File: src/rtl/err_inject_if.sv
// Bus bundle for err_inject_ctrl: configuration, control pulses, word stream and status.
// The master drives configuration and data; the slave is the controller.
interface err_inject_if #(
  parameter int unsigned DATA_W = 8,
  parameter int unsigned CNT_W  = 32
);
  localparam int unsigned BIT_W = (DATA_W > 1) ? $clog2(DATA_W) : 1;

  logic [1:0]        cfg_mode;
  logic [15:0]       cfg_period;
  logic [15:0]       cfg_thresh;
  logic [BIT_W-1:0]  cfg_bit;
  logic              cfg_walk;
  logic              start;
  logic              stop;
  logic              in_valid;
  logic [DATA_W-1:0] in_data;
  logic              out_valid;
  logic [DATA_W-1:0] out_data;
  logic              err_flag;
  logic              busy;
  logic [CNT_W-1:0]  word_count;
  logic [CNT_W-1:0]  err_count;

  modport master (
    output cfg_mode, cfg_period, cfg_thresh, cfg_bit, cfg_walk,
    output start, stop, in_valid, in_data,
    input  out_valid, out_data, err_flag, busy, word_count, err_count
  );

  modport slave (
    input  cfg_mode, cfg_period, cfg_thresh, cfg_bit, cfg_walk,
    input  start, stop, in_valid, in_data,
    output out_valid, out_data, err_flag, busy, word_count, err_count
  );
endinterface

File: src/rtl/err_inject_ctrl.sv
// Error-injection controller for the BER tester transmit path: flips at most one bit
// per valid word (single, periodic or LFSR-random) and counts processed/corrupted words.
module err_inject_ctrl #(
  parameter int unsigned DATA_W    = 8,
  parameter int unsigned CNT_W     = 32,
  parameter logic [15:0] LFSR_SEED = 16'hACE1
) (
  input  logic        clk,
  input  logic        rst_n,
  err_inject_if.slave bus
);

  localparam int unsigned BIT_W = (DATA_W > 1) ? $clog2(DATA_W) : 1;
  localparam logic [1:0] MODE_OFF    = 2'd0;
  localparam logic [1:0] MODE_SINGLE = 2'd1;
  localparam logic [1:0] MODE_PER    = 2'd2;
  localparam logic [1:0] MODE_RAND   = 2'd3;

  typedef enum logic [0:0] {ST_IDLE = 1'b0, ST_RUN = 1'b1} state_t;

  state_t            r_state;
  state_t            w_state_nxt;

  logic [1:0]        r_mode;
  logic [15:0]       r_period;
  logic [15:0]       r_thresh;
  logic              r_walk;
  logic [BIT_W-1:0]  r_bitpos;
  logic [15:0]       r_pcnt;
  logic [15:0]       r_lfsr;
  logic [CNT_W-1:0]  r_word_count;
  logic [CNT_W-1:0]  r_err_count;
  logic              r_busy;
  logic              r_out_valid;
  logic [DATA_W-1:0] r_out_data;
  logic              r_err_flag;

  logic              w_start;
  logic              w_decide;
  logic              w_inject;
  logic [15:0]       w_period_m1;
  logic [15:0]       w_lfsr_nxt;
  logic [DATA_W-1:0] w_mask;

  // stop dominates start; a word arriving with start is treated as IDLE traffic
  assign w_start     = bus.start & ~bus.stop;
  assign w_decide    = (r_state == ST_RUN) & bus.in_valid & ~w_start;
  assign w_period_m1 = (r_period == 16'd0) ? 16'd0 : 16'(r_period - 16'd1);
  assign w_lfsr_nxt  = {r_lfsr[14:0], r_lfsr[15] ^ r_lfsr[13] ^ r_lfsr[12] ^ r_lfsr[10]};
  assign w_mask      = DATA_W'(1) << r_bitpos;

  always_ff @(posedge clk or negedge rst_n) begin
    if (!rst_n) begin
      r_state <= ST_IDLE;
      r_busy  <= 1'b0;
    end else begin
      r_state <= w_state_nxt;
      r_busy  <= (w_state_nxt == ST_RUN);
    end
  end

  // Next state and per-word injection decision
  always_comb begin
    w_state_nxt = r_state;
    w_inject    = 1'b0;
    if (w_decide) begin
      case (r_mode)
        MODE_SINGLE: w_inject = 1'b1;
        MODE_PER:    w_inject = (r_pcnt == w_period_m1);
        MODE_RAND:   w_inject = (r_lfsr < r_thresh);
        default:     w_inject = 1'b0;
      endcase
    end
    if (bus.stop) begin
      w_state_nxt = ST_IDLE;
    end else if (w_start) begin
      w_state_nxt = (bus.cfg_mode != MODE_OFF) ? ST_RUN : ST_IDLE;
    end else if ((r_state == ST_RUN) && (r_mode == MODE_SINGLE) && w_inject) begin
      w_state_nxt = ST_IDLE;
    end
  end

  // Configuration latch, counters, period counter, LFSR and bit position
  always_ff @(posedge clk or negedge rst_n) begin
    if (!rst_n) begin
      r_mode       <= MODE_OFF;
      r_period     <= 16'd0;
      r_thresh     <= 16'd0;
      r_walk       <= 1'b0;
      r_bitpos     <= '0;
      r_pcnt       <= 16'd0;
      r_lfsr       <= LFSR_SEED;
      r_word_count <= '0;
      r_err_count  <= '0;
    end else if (w_start) begin
      r_mode       <= bus.cfg_mode;
      r_period     <= bus.cfg_period;
      r_thresh     <= bus.cfg_thresh;
      r_walk       <= bus.cfg_walk;
      r_bitpos     <= bus.cfg_bit;
      r_pcnt       <= 16'd0;
      r_lfsr       <= LFSR_SEED;
      r_word_count <= '0;
      r_err_count  <= '0;
    end else if (w_decide) begin
      r_lfsr <= w_lfsr_nxt;
      if (r_word_count != '1) r_word_count <= r_word_count + CNT_W'(1);
      if (r_mode == MODE_PER) r_pcnt <= w_inject ? 16'd0 : 16'(r_pcnt + 16'd1);
      if (w_inject) begin
        if (r_err_count != '1) r_err_count <= r_err_count + CNT_W'(1);
        if (r_walk) begin
          r_bitpos <= (r_bitpos == BIT_W'(DATA_W - 1)) ? '0 : r_bitpos + BIT_W'(1);
        end
      end
    end
  end

  // One-cycle registered data path
  always_ff @(posedge clk or negedge rst_n) begin
    if (!rst_n) begin
      r_out_valid <= 1'b0;
      r_out_data  <= '0;
      r_err_flag  <= 1'b0;
    end else begin
      r_out_valid <= bus.in_valid;
      r_out_data  <= bus.in_data ^ (w_inject ? w_mask : '0);
      r_err_flag  <= w_inject;
    end
  end

  assign bus.out_valid  = r_out_valid;
  assign bus.out_data   = r_out_data;
  assign bus.err_flag   = r_err_flag;
  assign bus.busy       = r_busy;
  assign bus.word_count = r_word_count;
  assign bus.err_count  = r_err_count;

endmodule
File: src/flat_wrapper.sv
// flat-port wrapper written by rule: the top's interface ports become plain ports
module err_inject_ctrl_flat 
#(
  parameter int unsigned DATA_W    = 8,
  parameter int unsigned CNT_W     = 32,
  parameter logic [15:0] LFSR_SEED = 16'hACE1
)
  (clk, rst_n, bus_cfg_mode, bus_cfg_period, bus_cfg_thresh, bus_cfg_bit, bus_cfg_walk, bus_start, bus_stop, bus_in_valid, bus_in_data, bus_out_valid, bus_out_data, bus_err_flag, bus_busy, bus_word_count, bus_err_count);
  err_inject_if #(.DATA_W(DATA_W), .CNT_W(CNT_W)) bus_i ();
  input  logic clk;
  input  logic rst_n;
  input wire logic [$bits(bus_i.cfg_mode)-1:0] bus_cfg_mode;
  input wire logic [$bits(bus_i.cfg_period)-1:0] bus_cfg_period;
  input wire logic [$bits(bus_i.cfg_thresh)-1:0] bus_cfg_thresh;
  input wire logic [$bits(bus_i.cfg_bit)-1:0] bus_cfg_bit;
  input wire logic [$bits(bus_i.cfg_walk)-1:0] bus_cfg_walk;
  input wire logic [$bits(bus_i.start)-1:0] bus_start;
  input wire logic [$bits(bus_i.stop)-1:0] bus_stop;
  input wire logic [$bits(bus_i.in_valid)-1:0] bus_in_valid;
  input wire logic [$bits(bus_i.in_data)-1:0] bus_in_data;
  output wire logic [$bits(bus_i.out_valid)-1:0] bus_out_valid;
  output wire logic [$bits(bus_i.out_data)-1:0] bus_out_data;
  output wire logic [$bits(bus_i.err_flag)-1:0] bus_err_flag;
  output wire logic [$bits(bus_i.busy)-1:0] bus_busy;
  output wire logic [$bits(bus_i.word_count)-1:0] bus_word_count;
  output wire logic [$bits(bus_i.err_count)-1:0] bus_err_count;
  assign bus_i.cfg_mode = bus_cfg_mode;
  assign bus_i.cfg_period = bus_cfg_period;
  assign bus_i.cfg_thresh = bus_cfg_thresh;
  assign bus_i.cfg_bit = bus_cfg_bit;
  assign bus_i.cfg_walk = bus_cfg_walk;
  assign bus_i.start = bus_start;
  assign bus_i.stop = bus_stop;
  assign bus_i.in_valid = bus_in_valid;
  assign bus_i.in_data = bus_in_data;
  assign bus_out_valid = bus_i.out_valid;
  assign bus_out_data = bus_i.out_data;
  assign bus_err_flag = bus_i.err_flag;
  assign bus_busy = bus_i.busy;
  assign bus_word_count = bus_i.word_count;
  assign bus_err_count = bus_i.err_count;
  err_inject_ctrl #(.DATA_W(DATA_W), .CNT_W(CNT_W), .LFSR_SEED(LFSR_SEED)) u_core (.clk(clk), .rst_n(rst_n), .bus(bus_i));
endmodule
File: config.mk
export PLATFORM = sky130hd
export DESIGN_NAME = err_inject_ctrl_flat
export DESIGN_NICKNAME = d
export VERILOG_FILES = /design/src/rtl/err_inject_if.sv /design/src/rtl/err_inject_ctrl.sv /design/src/flat_wrapper.sv
export SDC_FILE = /design/constraint.sdc
export NUM_CORES = 1
export LEC_CHECK = 0
export ABC_AREA = 1
export CAP_MARGIN = 20
export CORE_MARGIN = 8
export CORE_UTILIZATION = 56
export DETAILED_ROUTE_END_ITERATION = 10
export GPL_TIMING_DRIVEN = 0
export PLACE_DENSITY = 0.82
export SYNTH_ARGS = -nofsm -noshare
export SYNTH_HDL_FRONTEND = slang
export SYNTH_SLANG_ARGS = --single-unit
File: constraint.sdc
create_clock -name clk -period 3.3 [get_ports clk]
set_clock_uncertainty 0.1 [all_clocks]
set_input_delay 0.66 -clock clk [delete_from_list [all_inputs] [get_ports clk]]
set_output_delay 0.66 -clock clk [all_outputs]
set_load 0.02 [all_outputs]
== Yosys cells after proc, flatten, opt, wreduce, memory -nomap -nowiden ==
Index checks and enable logic that the tools add are counted.

* Output and inout bits: 75
* Bits of input ports: 51
* Word-level logic and storage cells: 77
* Register bits: 145

* Reduce and logical (&&, ||, !) cells: 15
* Mux-type cells: 26
* Shift-type cells: 1
* Equality and inequality tests: 7
* Magnitude comparators: 1
* Add/subtract/negate cells: 5
* Bitwise logic cells: 9

{| class="wikitable"
|+ Operators with widths
! kind !! count
|-
| $mux 32 || 7
|-
| $mux 16 || 7
|-
| $add 32x1->32 const B || 2
|-
| $ne 32x32->1 const B || 2
|-
| $add 16x1->16 const B || 1
|-
| $eq 16x16->1 || 1
|-
| $logic_not 16->1 || 1
|-
| $lt 16x16->1 || 1
|-
| $sub 16x1->16 const B || 1
|-
| $mux 3 || 5
|-
| $reduce_bool 2->1 || 7
|-
| $mux 8 || 1
|-
| $shl 1x3->8 const A || 1
|-
| $xor 8x8->8 || 1
|-
| $reduce_and 3->1 || 2
|-
| $mux 1 || 5
|-
| $eq 2x2->1 const B || 2
|-
| $reduce_and 2->1 || 2
|-
| $add 3x1->3 const B || 1
|-
| $and 1x1->1 || 3
|-
| $eq 3x3->1 const B || 1
|-
| $pmux 1 s3 || 1
|-
| $reduce_bool 3->1 || 1
|-
| $xor 1x1->1 || 3
|-
| 3 further kinds || 5
|}

== Logic depth before layout (Yosys ltp) ==
Gate-level depths: netlist of run 1.

* Word-level depth: 9
* Depth in mapped cells: 22
* Gate-level depth less buffers: 20

== Least setup slack after synthesis of run 1 ==
No wires, ideal clock.

* Path type: register to register
* From: reg u_core.r_err_count[0], in the netlist u_core.bus.err_count[0]
* To: reg u_core.r_err_count[22], in the netlist u_core.bus.err_count[22]
* Arrival time: 2.175 ns
* Slack: 0.907 ns
* Required time: 3.082 ns
* Setup time: 0.118 ns
* Buffers on the path: 1
* Clock period less this slack: 2.393 ns
* Stages on the path, launching flop included: 16
* Cell sequence: dfrtp_1 ha_1 nand2_1 inv_1 nand2_1 nor2_2 nand2_1 nor3_1 nand4_1 nor3_1 nand3_1 nor2_1 nand3_2 buf_2 nand3_2 nand2_1

* Cells in the longest elaborated chain, start to end: 5
* Elaborated cells on any way between the ends: 8
* Those cells by class: 1 x add/sub; 1 x eq/ne; 4 x mux; 2 x reduce/logical

{| class="wikitable"
|+ RTL lines
! what !! line !! text
|-
| from (decl) || err_inject_ctrl.sv:32 || <nowiki>logic [CNT_W-1:0] r_err_count;</nowiki>
|-
| from (signal assigned) || err_inject_ctrl.sv:110 || <nowiki>if (r_err_count != '1) r_err_count <= r_err_count + CNT_W'(1);</nowiki>
|-
| $add 32x1->32 || err_inject_ctrl.sv:110 ||
|-
| $mux 32 || err_inject_ctrl.sv:110 ||
|-
| $mux 32 || err_inject_ctrl.sv:109 || <nowiki>if (w_inject) begin</nowiki>
|-
| $mux 32 || err_inject_ctrl.sv:105 || <nowiki>end else if (w_decide) begin</nowiki>
|-
| $mux 32 || err_inject_ctrl.sv:95 || <nowiki>end else if (w_start) begin</nowiki>
|}

Several ways; a longest one is shown, not always the timed one. The select of a mux whose other input is x is not followed.
A chain may end at the register's enable or synchronous reset.

== Worst setup path in the final report of run 1 ==
* From: in bus_stop
* To: reg u_core.r_pcnt[10]

* Cells in the longest elaborated chain, start to end: 9
* Elaborated cells on any way between the ends: 12
* Those cells by class: 5 x mux; 4 x bitwise; 3 x reduce/logical

{| class="wikitable"
|+ RTL lines
! what !! line !! text
|-
| from (decl) || flat_wrapper.sv:18 || <nowiki>input wire logic [$bits(bus_i.stop)-1:0] bus_stop;</nowiki>
|-
| $not 1->1 * || err_inject_ctrl.sv:46 || <nowiki>assign w_start = bus.start & ~bus.stop;</nowiki>
|-
| $and 1x1->1 * || err_inject_ctrl.sv:46 ||
|-
| $not 1->1 || err_inject_ctrl.sv:47 || <nowiki>assign w_decide = (r_state == ST_RUN) & bus.in_valid & ~w_start;</nowiki>
|-
| $and 1x1->1 || err_inject_ctrl.sv:47 ||
|-
| $mux 1 || err_inject_ctrl.sv:66 || <nowiki>if (w_decide) begin</nowiki>
|-
| $mux 16 (2 in series) || err_inject_ctrl.sv:108 || <nowiki>if (r_mode == MODE_PER) r_pcnt <= w_inject ? 16'd0 : 16'(r_pcnt + 16'd1);</nowiki>
|-
| $mux 16 || err_inject_ctrl.sv:105 ||
|-
| $mux 16 || err_inject_ctrl.sv:95 ||
|-
| to (signal assigned) || err_inject_ctrl.sv:108 ||
|-
| to (decl) || err_inject_ctrl.sv:29 || <nowiki>logic [15:0] r_pcnt;</nowiki>
|}

Every way passes the cells marked *; elsewhere a longest branch is shown, timed or not. The select of a mux whose other input is x is not followed.

==> results of run 1 <==
==> stage by stage <==
stage | instances | hold WS [ps] | util | setup WS (ps) | TNS, ps
3_5_place_dp | 1543 | 374 | 0.664 | -0.617 | -0.617
5_1_grt | 1575 | 111 | 0.702 | 132 | 0
2_1_floorplan | 1201 | 264 | - | 907 | 0
6_report | 1575 | 80.4 | 0.702 | 408 | 0
4_1_cts | 1575 | 93.2 | 0.701 | 385 | 0
3_3_place_gp | 1542 | 361 | 0.663 | -4290 | -606540
==> worst register-to-register path, delay by kind of cell, from the launching register on <==
kind	cells	cell delay (ps)
adder cells (fa/ha/maj)	1	230
flip-flops	1	390
AND/OR/NAND/NOR	13	1190
AO/OA/AOI/OAI	1	230
buffers and inverters	4	580
==> power breakdown <==
group	switching (mW)	total (mW)	internal, mW
logic	0.732	1.24	0.510
clock network	0.768	1.90	1.14
registers	0.223	2.20	1.98
total	1.72	5.35	3.62
==> synth_stat cells <==
cell	instances	area [um2]
nand2_1	349	1310
dfrtp_1	137	3430
inv_1	136	510
nor2_1	120	450
nand3_1	69	345
o21ai_0	59	295
nor3_1	48	240
xor2_1	35	307
nand4_1	33	206
a21oi_1	28	140
ha_1	25	313
nand3_2	22	220
clkbuf_1	21	78.8
o22ai_1	17	106
xnor2_1	14	123
nor4_1	12	75.1
o31ai_1	11	82.6
buf_2	8	40.0
dfstp_2	8	210
a22oi_1	6	45.0
buf_6	5	56.3
nand2_2	5	31.3
nand3b_1	4	30.0
nor2_2	4	25.0
nor3b_1	4	30.0
or2_2	4	25.0
buf_1	3	11.3
buf_8	2	30.0
clkinv_1	2	7.51
o21a_1	2	15.0
a211oi_1	1	7.51
a31oi_1	1	6.26
and2_1	1	6.26
inv_2	1	3.75
nor2_4	1	11.3
nor4b_1	1	8.76
o21bai_1	1	7.51
o221a_2	1	11.3
==> path summary, 6_finish.rpt <==
path / cells after the start / slack (ps) / to / startpoint
worst min register to register: 2 / 390 / u_core.r_thresh[0] / u_core.r_thresh[0]
min in group clk: 2 / 390 / u_core.r_thresh[0] / u_core.r_thresh[0]
worst min-delay path: 1 / 80 / u_core.bus.word_count[12] / rst_n
max in group asynchronous: 2 / 2170 / u_core.r_lfsr[15] / rst_n
worst max register to register: 19 / 450 / u_core.bus.out_data[6] / u_core.r_period[0]
worst max-delay path: 8 / 410 / u_core.r_pcnt[10] / bus_stop
==> sequential cells by signal, indices dropped and copies added, names as in the netlist <==
signal,cells
u_core.bus.err_count,32
u_core.bus.word_count,32
u_core.r_lfsr,16
u_core.r_pcnt,16
u_core.r_period,16
u_core.r_thresh,16
u_core.bus.out_data,8
u_core.r_bitpos,3
u_core.r_mode,2
u_core.bus.err_flag,1
u_core.bus.out_valid,1
u_core.r_state,1
u_core.r_walk,1
==> per-layer routing <==
layer  up-vias  routed length [um]  global-route usage
met2       264               11900               0.417
met3        33                1380              0.0551
met1      3957               10500               0.304
met5         -                  13                   0
met4         2                 336              0.0684
li1       4198                   -                   -
==> area by class of cell <==
class	instances	share of cell area
clock inverter	12	0.0122
tap	216	0.0246
timing repair buffer	126	0.117
clock buffer	20	0.0407
multi-input combinational	878	0.408
buffer	39	0.0197
inverter	139	0.0475
sequential	145	0.331
==> cells by family (layout without fill, tap and decap cells) <==
| family | Yosys count | in the layout | share of synthesized area |
|---|---|---|---|
| AND/OR/NAND/NOR | 677 | 677 | 0.341 |
| buffers and inverters | 178 | 336 | 0.0834 |
| flip-flops | 145 | 145 | 0.411 |
| AO/OA/AOI/OAI | 127 | 127 | 0.0810 |
| XOR/XNOR | 49 | 49 | 0.0485 |
| adder cells (fa/ha/maj) | 25 | 25 | 0.0353 |
==> cells in the final DEF (no fill, tap or decap), types with 5 or more instances in the layout <==
cell	count
o21ai_0	59
a22oi_1	6
ha_1	25
inv_1	136
xnor2_1	14
o31ai_1	11
clkbuf_1	23
nand4_1	33
buf_2	8
buf_6	6
nand3_1	69
nor3_1	47
o22ai_1	17
nor4_1	12
nor2_1	120
nand3_2	22
clkdlybuf4s50_1	124
dfrtp_1	137
nand2_2	5
clkbuf_16	17
xor2_1	35
nand2_1	349
a21oi_1	28
dfstp_2	8
==> results.py, run 1 <==
metrics = {
    "sta": {
        "grt_setup_unrepaired": "false",
        "relSlewSlack": 0.531,
        "hold_violations": 0,
        "fmaxAchievable_mhz": 346,
        "period_minus_slack_ps": 2890,
        "worstMarginPinSlew_ps": 701,
        "period_share": 0.876,
        "finalSetupViolCount": 0,
        "maxSlewViolCount": 0,
    },
    "finish": {
        "syn2layout_area_growth_pct": 24.1,
        "fillers": 1306,
        "multi_input_area_um2": 4480,
        "final_nets": 1422,
        "antennaDiodeCount": 0,
        "drive_above_1_share": 0.0692,
        "seqCellArea_um2": 3640,
        "final_area_um2": 11000,
    },
    "cts": {
        "clk_pin_slew_ps": 60,
        "clock_sinks": 145,
        "cts_buffers": 17,
        "cts_hold_buf": 0,
        "cts-resized-gates": 0,
        "h-tree-depth": 4,
        "tritoncts": "built",
        "postCtsSetupBuffers": 0,
        "cts-root-buf": "clkbuf_16",
        "clk_path_buf_depth": 2,
        "worstSkewPairLatency_ps": 420,
    },
    "yosys": {
        "syn-num-nets": 1277,
        "netlist_area_um2": 8850,
        "yosysWarnings": 0,
        "ys_ff_latch": 145,
        "syn_area_per_cell_um2": 7.37,
        "syn_inst": 1201,
        "ys_types": 38,
        "seq_area_frac_synth": 0.411,
    },
    "critical_path": {
        "path_max_fanout": 10,
        "crit_family": "buffers and inverters",
        "path_class": "primary input to flip-flop",
        "slowest_delay_ps": 620,
        "arrival_ps": 3100,
        "critPathSlowestCell": "nor2_1",
        "crit_chain": "clkdlybuf4s50_1 > nor2_1 > clkbuf_1 > nor2_1 > clkinv_1 > clkbuf_1 > nand4_1 > nand2_1",
        "crit_path_end_kind": "flip-flop",
        "critical_path_buf_inv_count": 4,
        "critPathLaunchType": "primary input",
        "cp.required_ps": 3510,
    },
    "power": {
        "ir_worst_vdd_mv": 0.435,
        "cellPowerDensity_nw_per_um2": 487,
        "leakage_nw": 4.84,
        "total_power_mw": 5.35,
    },
    "run": {
        "cap_violations": 0,
    },
    "die": {
        "dieArea_um2": 20100,
        "die_h_um": 142,
        "io_pins": 126,
        "fp.coreArea_um2": 15700,
        "die_w_um": 142,
        "rows": 46,
        "initial_core_util": 0.565,
    },
    "detailed_routing": {
        "drtIter0Drc": 646,
        "remaining_drc_errors": 0,
        "ant_nets": 0,
        "via_per_inst": 5.37,
        "drt-total-wl_um": 24100,
        "drtPass1Iterations": 5,
        "vias": 8454,
        "wl_per_cell_um": 15.3,
    },
    "global_routing": {
        "globalRouteOverflowTotal": 0,
        "grt_pass1_wl_um": 39700,
        "grt_max_degree": 93,
        "grt_antenna_before_repair": 1,
        "grt_pass1_vias": 8283,
        "grt_util_all_layers": 0.244,
    },
    "place": {
        "portBuffers": 125,
        "hpwl_um": 18200,
        "gp_congestion": 0.952,
        "place_area_um2": 10400,
    },
    "hold_path": {
        "hp-class": "primary input to async pin",
    },
    "outcome": {
        "status": "finished clean",
    },
}
(Power assumes the default switching activity.)
==> run 2, diff against run 1 <==
CORE_UTILIZATION = 65   (was 56)
DONT_BUFFER_PORTS = 1   (was unset)
HOLD_SLACK_MARGIN = 0.05   (was unset)
PLACE_DENSITY = 0.81   (was 0.82)
==> run 2 against run 1 <==
The run now ends with negative hold slack left. Worst hold slack got worse by 250 ps. Cell area fell by 12%. Count of clock-buffer cells in the layout rose by 4. Wire length fell by 3.9%. Critical path depth rose by 5. Non-clock buffer count fell by 126. Cell count fell by 11%. Setup slack got worse by 150 ps. Maximum frequency fell by 5.0%. Critical path type is now flip-flop to flip-flop.
==> results.py, run 2 (same netlist as run 1, synthesis figures left out) <==
metrics = {
    "global_routing": {
        "grt_max_degree": 146,
        "grt_pass1_vias": 8027,
        "grt_antenna_before_repair": 0,
        "globalRouteOverflowTotal": 0,
        "grt_pass1_wl_um": 38800,
        "grt_util_all_layers": 0.268,
    },
    "critical_path": {
        "reg2reg_depth": 13,
        "critPathLaunchType": "flip-flop",
        "cp.depth": 13,
        "path_class": "flip-flop to flip-flop",
        "arrival_ps": 3300,
        "crit_family": "simple AND/OR/NAND/NOR gates",
        "critPathSlowestCell": "dfrtp_1",
        "critical_path_buf_inv_count": 2,
        "slowest_delay_ps": 540,
        "crit_chain": "ha_1 > nand2_1 > nor3_1 > inv_1 > nor3_1 > nand4_1 > nand2_1 > inv_2 > nand3_1 > nor2_1 > nand3_1 > o21ai_0 > a21oi_1",
        "cp.required_ps": 3550,
        "crit_path_end_kind": "flip-flop",
        "path_max_fanout": 10,
    },
    "sta": {
        "hold_ws_ps": -171,
        "finalSetupTns_ps": 0,
        "period_share": 0.922,
        "fmaxAchievable_mhz": 329,
        "period_minus_slack_ps": 3040,
        "relSlewSlack": 0.554,
        "finalSetupViolCount": 0,
        "hold_violations": 140,
        "maxSlewViolCount": 0,
        "worstMarginPinSlew_ps": 669,
        "grt_setup_unrepaired": "false",
    },
    "place": {
        "gp_congestion": 0.978,
        "hpwl_um": 17100,
        "portBuffers": 0,
        "dp.cells": 1377,
    },
    "finish": {
        "instances_no_fill": 1409,
        "drive_above_1_share": 0.0762,
        "antennaDiodeCount": 0,
        "syn2layout_area_growth_pct": 9.70,
        "layout_common_cells": "nand2_1, inv_1, dfrtp_1",
        "final_common_cell": "nand2_1",
        "final_nets": 1296,
    },
    "power": {
        "intPower_mw": 3.60,
        "leakage_nw": 4.39,
        "switchingPower_mw": 1.64,
        "cellPowerDensity_nw_per_um2": 540,
        "power_frac_comb": 0.163,
        "swShare": 0.313,
        "p_seq_frac": 0.444,
        "ir_worst_vdd_mv": 0.373,
        "p_clk_frac": 0.393,
    },
    "detailed_routing": {
        "drtIter0Drc": 521,
        "ant_nets": 0,
        "drt-total-wl_um": 23100,
        "remaining_drc_errors": 0,
        "drtPass1Iterations": 5,
        "vias": 8106,
        "via_per_inst": 5.75,
        "wl_per_cell_um": 16.4,
    },
    "hold_path": {
        "hp-class": "primary input to async pin",
    },
    "die": {
        "dieArea_um2": 17600,
        "die_h_um": 133,
        "fp.coreArea_um2": 13300,
        "io_pins": 126,
        "initial_core_util": 0.666,
        "die_w_um": 133,
        "rows": 42,
    },
    "run": {
        "cap_violations": 0,
    },
    "cts": {
        "clk_pin_slew_ps": 60,
        "cts_buffers": 17,
        "clock_sinks": 145,
        "tritoncts": "built",
        "worstSkewPairLatency_ps": 430,
        "h-tree-depth": 4,
        "cts-root-buf": "clkbuf_16",
        "clk_path_buf_depth": 2,
    },
    "outcome": {
        "status": "finished, violations left",
        "violations": "negative hold slack",
    },
}
## run 2: timing repair
item	4_1_cts	5_1_grt
setup buffers	0	0
setup endpoints to repair	0	30
gates resized for setup	0	2
endpoints found under the hold margin	145	145
## run 2: final cells by class
| type | count | area, um2 |
|---|---|---|
| clock buffer | 24 | 512 |
| multi-input combinational | 878 | 4470 |
| clock inverter | 8 | 124 |
| fill | 1038 | 3590 |
| inverter | 139 | 522 |
| tap | 176 | 220 |
| buffer | 39 | 216 |
| sequential | 145 | 3640 |
## run 2: worst register-to-register path, cell delays in order, from the launching register on
cell and delay [ps]:
dfrtp_1 540, ha_1 260, nand2_1 70, nor3_1 360, inv_1 110, nor3_1 300, nand4_1 250, nand2_1 260
inv_2 150, nand3_1 160, nor2_1 90, nand3_1 90, o21ai_0 80, a21oi_1 130
## run 2: final timing paths
kind                                     startpoint                   endpoint  slack (ps)
max in group asynchronous                     rst_n           u_core.r_lfsr[0]        3000
min in group clk                       bus_in_valid       u_core.bus.out_valid         160
setup / recovery           u_core.bus.word_count[0]  u_core.bus.word_count[13]         260
hold reg to reg                  u_core.r_thresh[0]         u_core.r_thresh[0]         400
setup reg to reg           u_core.bus.word_count[0]  u_core.bus.word_count[13]         260
hold / removal                                rst_n  u_core.bus.word_count[11]        -170
## run 2: through the flow
| step | cell area [um2] | util | worst slack, ps | hold slack (ps) | total power, mW |
|---|---|---|---|---|---|
| floorplan | 8850 | - | 907 | 264 | 2.95 |
| global placement | 9070 | 0.682 | 265 | 268 | 3.16 |
| detailed placement | 9070 | 0.682 | 230 | 268 | 3.20 |
| CTS | 9710 | 0.730 | 194 | -179 | 5.25 |
| global route | 9710 | 0.730 | 6.34 | -185 | 5.50 |
| finish | 9710 | 0.730 | 257 | -171 | 5.25 |
## run 2: routing by layer
layer	track usage	vias to the layer above	wire [um]
met5	0	-	0
met4	0.101	0	567
met3	0.0746	51	1840
met2	0.445	289	11000
met1	0.326	3817	9740
li1	-	3949	-
## run 2: power groups by stage
stage / logic (mW) / clock network (mW) / registers [mW]
detailed placement: 0.842 / 0 / 2.35
floorplan: 0.681 / 0 / 2.27
CTS: 0.851 / 2.07 / 2.32
finish: 0.855 / 2.06 / 2.33
global route: 0.995 / 2.15 / 2.36
global placement: 0.811 / 0 / 2.35
==> run 3, diff against run 2 <==
CORE_UTILIZATION = 35   (was 65)
PLACE_DENSITY = unset   (was 0.81)
==> run 3 against run 2 <==
Clock power is 10% lower. Global-route usage is 10 points lower. Flip-flop and latch count stayed put. Critical path type unchanged. Maximum frequency is 1.6% higher. The flow still finishes with violations (negative hold slack). Register-to-register slack better by 50 ps. Largest cell class unchanged. Critical endpoint is now u_core.bus.err_count[27].
==> results.py, run 3 (same netlist as run 1, synthesis figures left out) <==
metrics = {
    "outcome": {
        "status": "finished, violations left",
        "violations": "negative hold slack",
    },
    "detailed_routing": {
        "remaining_drc_errors": 0,
        "drtIter0Drc": 637,
        "ant_nets": 0,
        "drtPass1Iterations": 5,
        "wl_per_cell_um": 16.1,
        "vias": 7812,
        "drt-total-wl_um": 25100,
        "via_per_inst": 5.00,
    },
    "finish": {
        "multi_input_area_um2": 4480,
        "antennaDiodeCount": 0,
        "layout_common_cells": "nand2_1, inv_1, dfrtp_1",
        "final_nets": 1296,
        "final_common_cell": "nand2_1",
        "drive_above_1_share": 0.0754,
        "fillers": 2602,
        "syn2layout_area_growth_pct": 11.0,
        "seqCellArea_um2": 3640,
        "final_area_um2": 9830,
        "instances_no_fill": 1563,
    },
    "sta": {
        "worstMarginPinSlew_ps": 745,
        "fmaxAchievable_mhz": 334,
        "finalSetupViolCount": 0,
        "maxSlewViolCount": 0,
        "period_minus_slack_ps": 3000,
        "hold_violations": 137,
        "grt_setup_unrepaired": "true",
        "period_share": 0.908,
        "hold_ws_ps": -181,
        "relSlewSlack": 0.503,
    },
    "place": {
        "dp.cells": 1531,
        "gp_congestion": 0.896,
        "hpwl_um": 19100,
        "place_area_um2": 9260,
        "portBuffers": 0,
    },
    "critical_path": {
        "cp.required_ps": 3560,
        "arrival_ps": 3250,
        "critPathLaunchType": "flip-flop",
        "crit_path_end_kind": "flip-flop",
        "crit_family": "simple AND/OR/NAND/NOR gates",
        "path_class": "flip-flop to flip-flop",
        "critPathSlowestCell": "dfrtp_2",
        "critical_path_buf_inv_count": 2,
        "slowest_delay_ps": 490,
        "path_max_fanout": 10,
        "reg2reg_setup_slack_ps": 300,
        "critical_path.most_common_cell": "nand2_1",
        "crit_chain": "ha_1 > nand2_1 > inv_1 > nand2_1 > nor2_2 > nand2_1 > nor3_1 > nand4_1 > nor3_1 > nand3_1 > nor2_1 > nand3_2 > nand2_2 > buf_2 > nand2_1 > nand2_1",
    },
    "cts": {
        "h-tree-depth": 4,
        "clk_path_buf_depth": 2,
        "worstSkewPairLatency_ps": 430,
        "tritoncts": "built",
        "clk_pin_slew_ps": 70,
        "clock_sinks": 145,
        "cts-root-buf": "clkbuf_16",
        "postCtsSetupBuffers": 0,
        "cts_buffers": 17,
    },
    "die": {
        "dieArea_um2": 30600,
        "die_h_um": 175,
        "die_w_um": 175,
        "rows": 58,
        "io_pins": 126,
        "initial_core_util": 0.354,
        "fp.coreArea_um2": 25000,
    },
    "global_routing": {
        "grt_pass1_vias": 7662,
        "grt_max_degree": 146,
        "grt_util_all_layers": 0.166,
        "top_usage_layer": "met2",
        "grt_antenna_before_repair": 0,
        "met3_usage": 0.0462,
        "grt_use_met1": 0.213,
        "globalRouteOverflowTotal": 0,
        "use_met2": 0.271,
        "grt_pass1_wl_um": 41400,
    },
    "hold_path": {
        "hp-class": "primary input to async pin",
    },
    "power": {
        "ir_worst_vdd_mv": 0.281,
        "leakage_nw": 4.34,
        "cellPowerDensity_nw_per_um2": 512,
    },
    "run": {
        "cap_violations": 0,
    },
}
==> run 3: changes by cell type in the layout (fill, tap and decap cells not counted), sizes merged <==
| cell | change |
|---|---|
| buf | -2 |
| bufinv | -2 |
| clkbuf | -1 |
| clkinv | -1 |
| clkinvlp | +3 |
| inv | +3 |
==> run 3: what timing repair did <==
action,4_1_cts,5_1_grt
gates resized for setup,0,7
setup endpoints to repair,0,53
hold endpoints to repair,145,140
==> run 3: worst reg2reg max path, stage by stage (launching register included) <==
cell and delay (ps):
dfrtp_2 490, ha_1 240, nand2_1 130, inv_1 120
nand2_1 160, nor2_2 180, nand2_1 100, nor3_1 150
nand4_1 130, nor3_1 180, nand3_1 100, nor2_1 130
nand3_2 170, nand2_2 170, buf_2 230, nand2_1 70
nand2_1 70
==> run 3: worst paths after layout <==
check,depth (start not counted),from,endpoint
worst max-delay path,16,u_core.bus.err_count[0],u_core.bus.err_count[27]
worst min-delay path,0,rst_n,u_core.bus.err_count[15]
worst max register to register,16,u_core.bus.err_count[0],u_core.bus.err_count[27]
worst min register to register,2,u_core.r_lfsr[6],u_core.r_lfsr[6]
max in group asynchronous,0,rst_n,u_core.bus.err_count[1]
min in group clk,0,bus_in_valid,u_core.bus.out_valid
==> run 3: through the flow <==
stage,setup TNS (ps),util,power [mW],hold WS [ps],setup slack (ps)
final,0,0.392,5.03,-181,304
after global placement,0,0.370,3.19,270,97.4
after CTS,0,0.392,5.09,-197,148
after floorplan,0,-,2.95,264,907
after detailed placement,0,0.370,3.21,270,163
after global routing,-76.4,0.392,5.34,-202,-14.9
==> run 3: cell type report <==
cell class,instances,share of cell area
multi-input cells,878,0.456
flip-flops and latches,145,0.371
inverters,139,0.0531
clock buffers,21,0.0448
well taps,330,0.0420
plain buffers,39,0.0225
clock inverters,11,0.0110
==> run 3: layer usage <==
metal  up-vias  part of all wire
met4         0             0.013
li1       3946                 -
met2       159              0.47
met3        25             0.059
met1      3682              0.46
met5         -                 0
==> run 3: where the power goes <==
group,total [mW],switching [mW],internal [mW],leakage (nW)
clock network,1.85,0.809,1.04,0.251
registers,2.33,0.354,1.98,1.88
logic,0.848,0.531,0.317,2.20
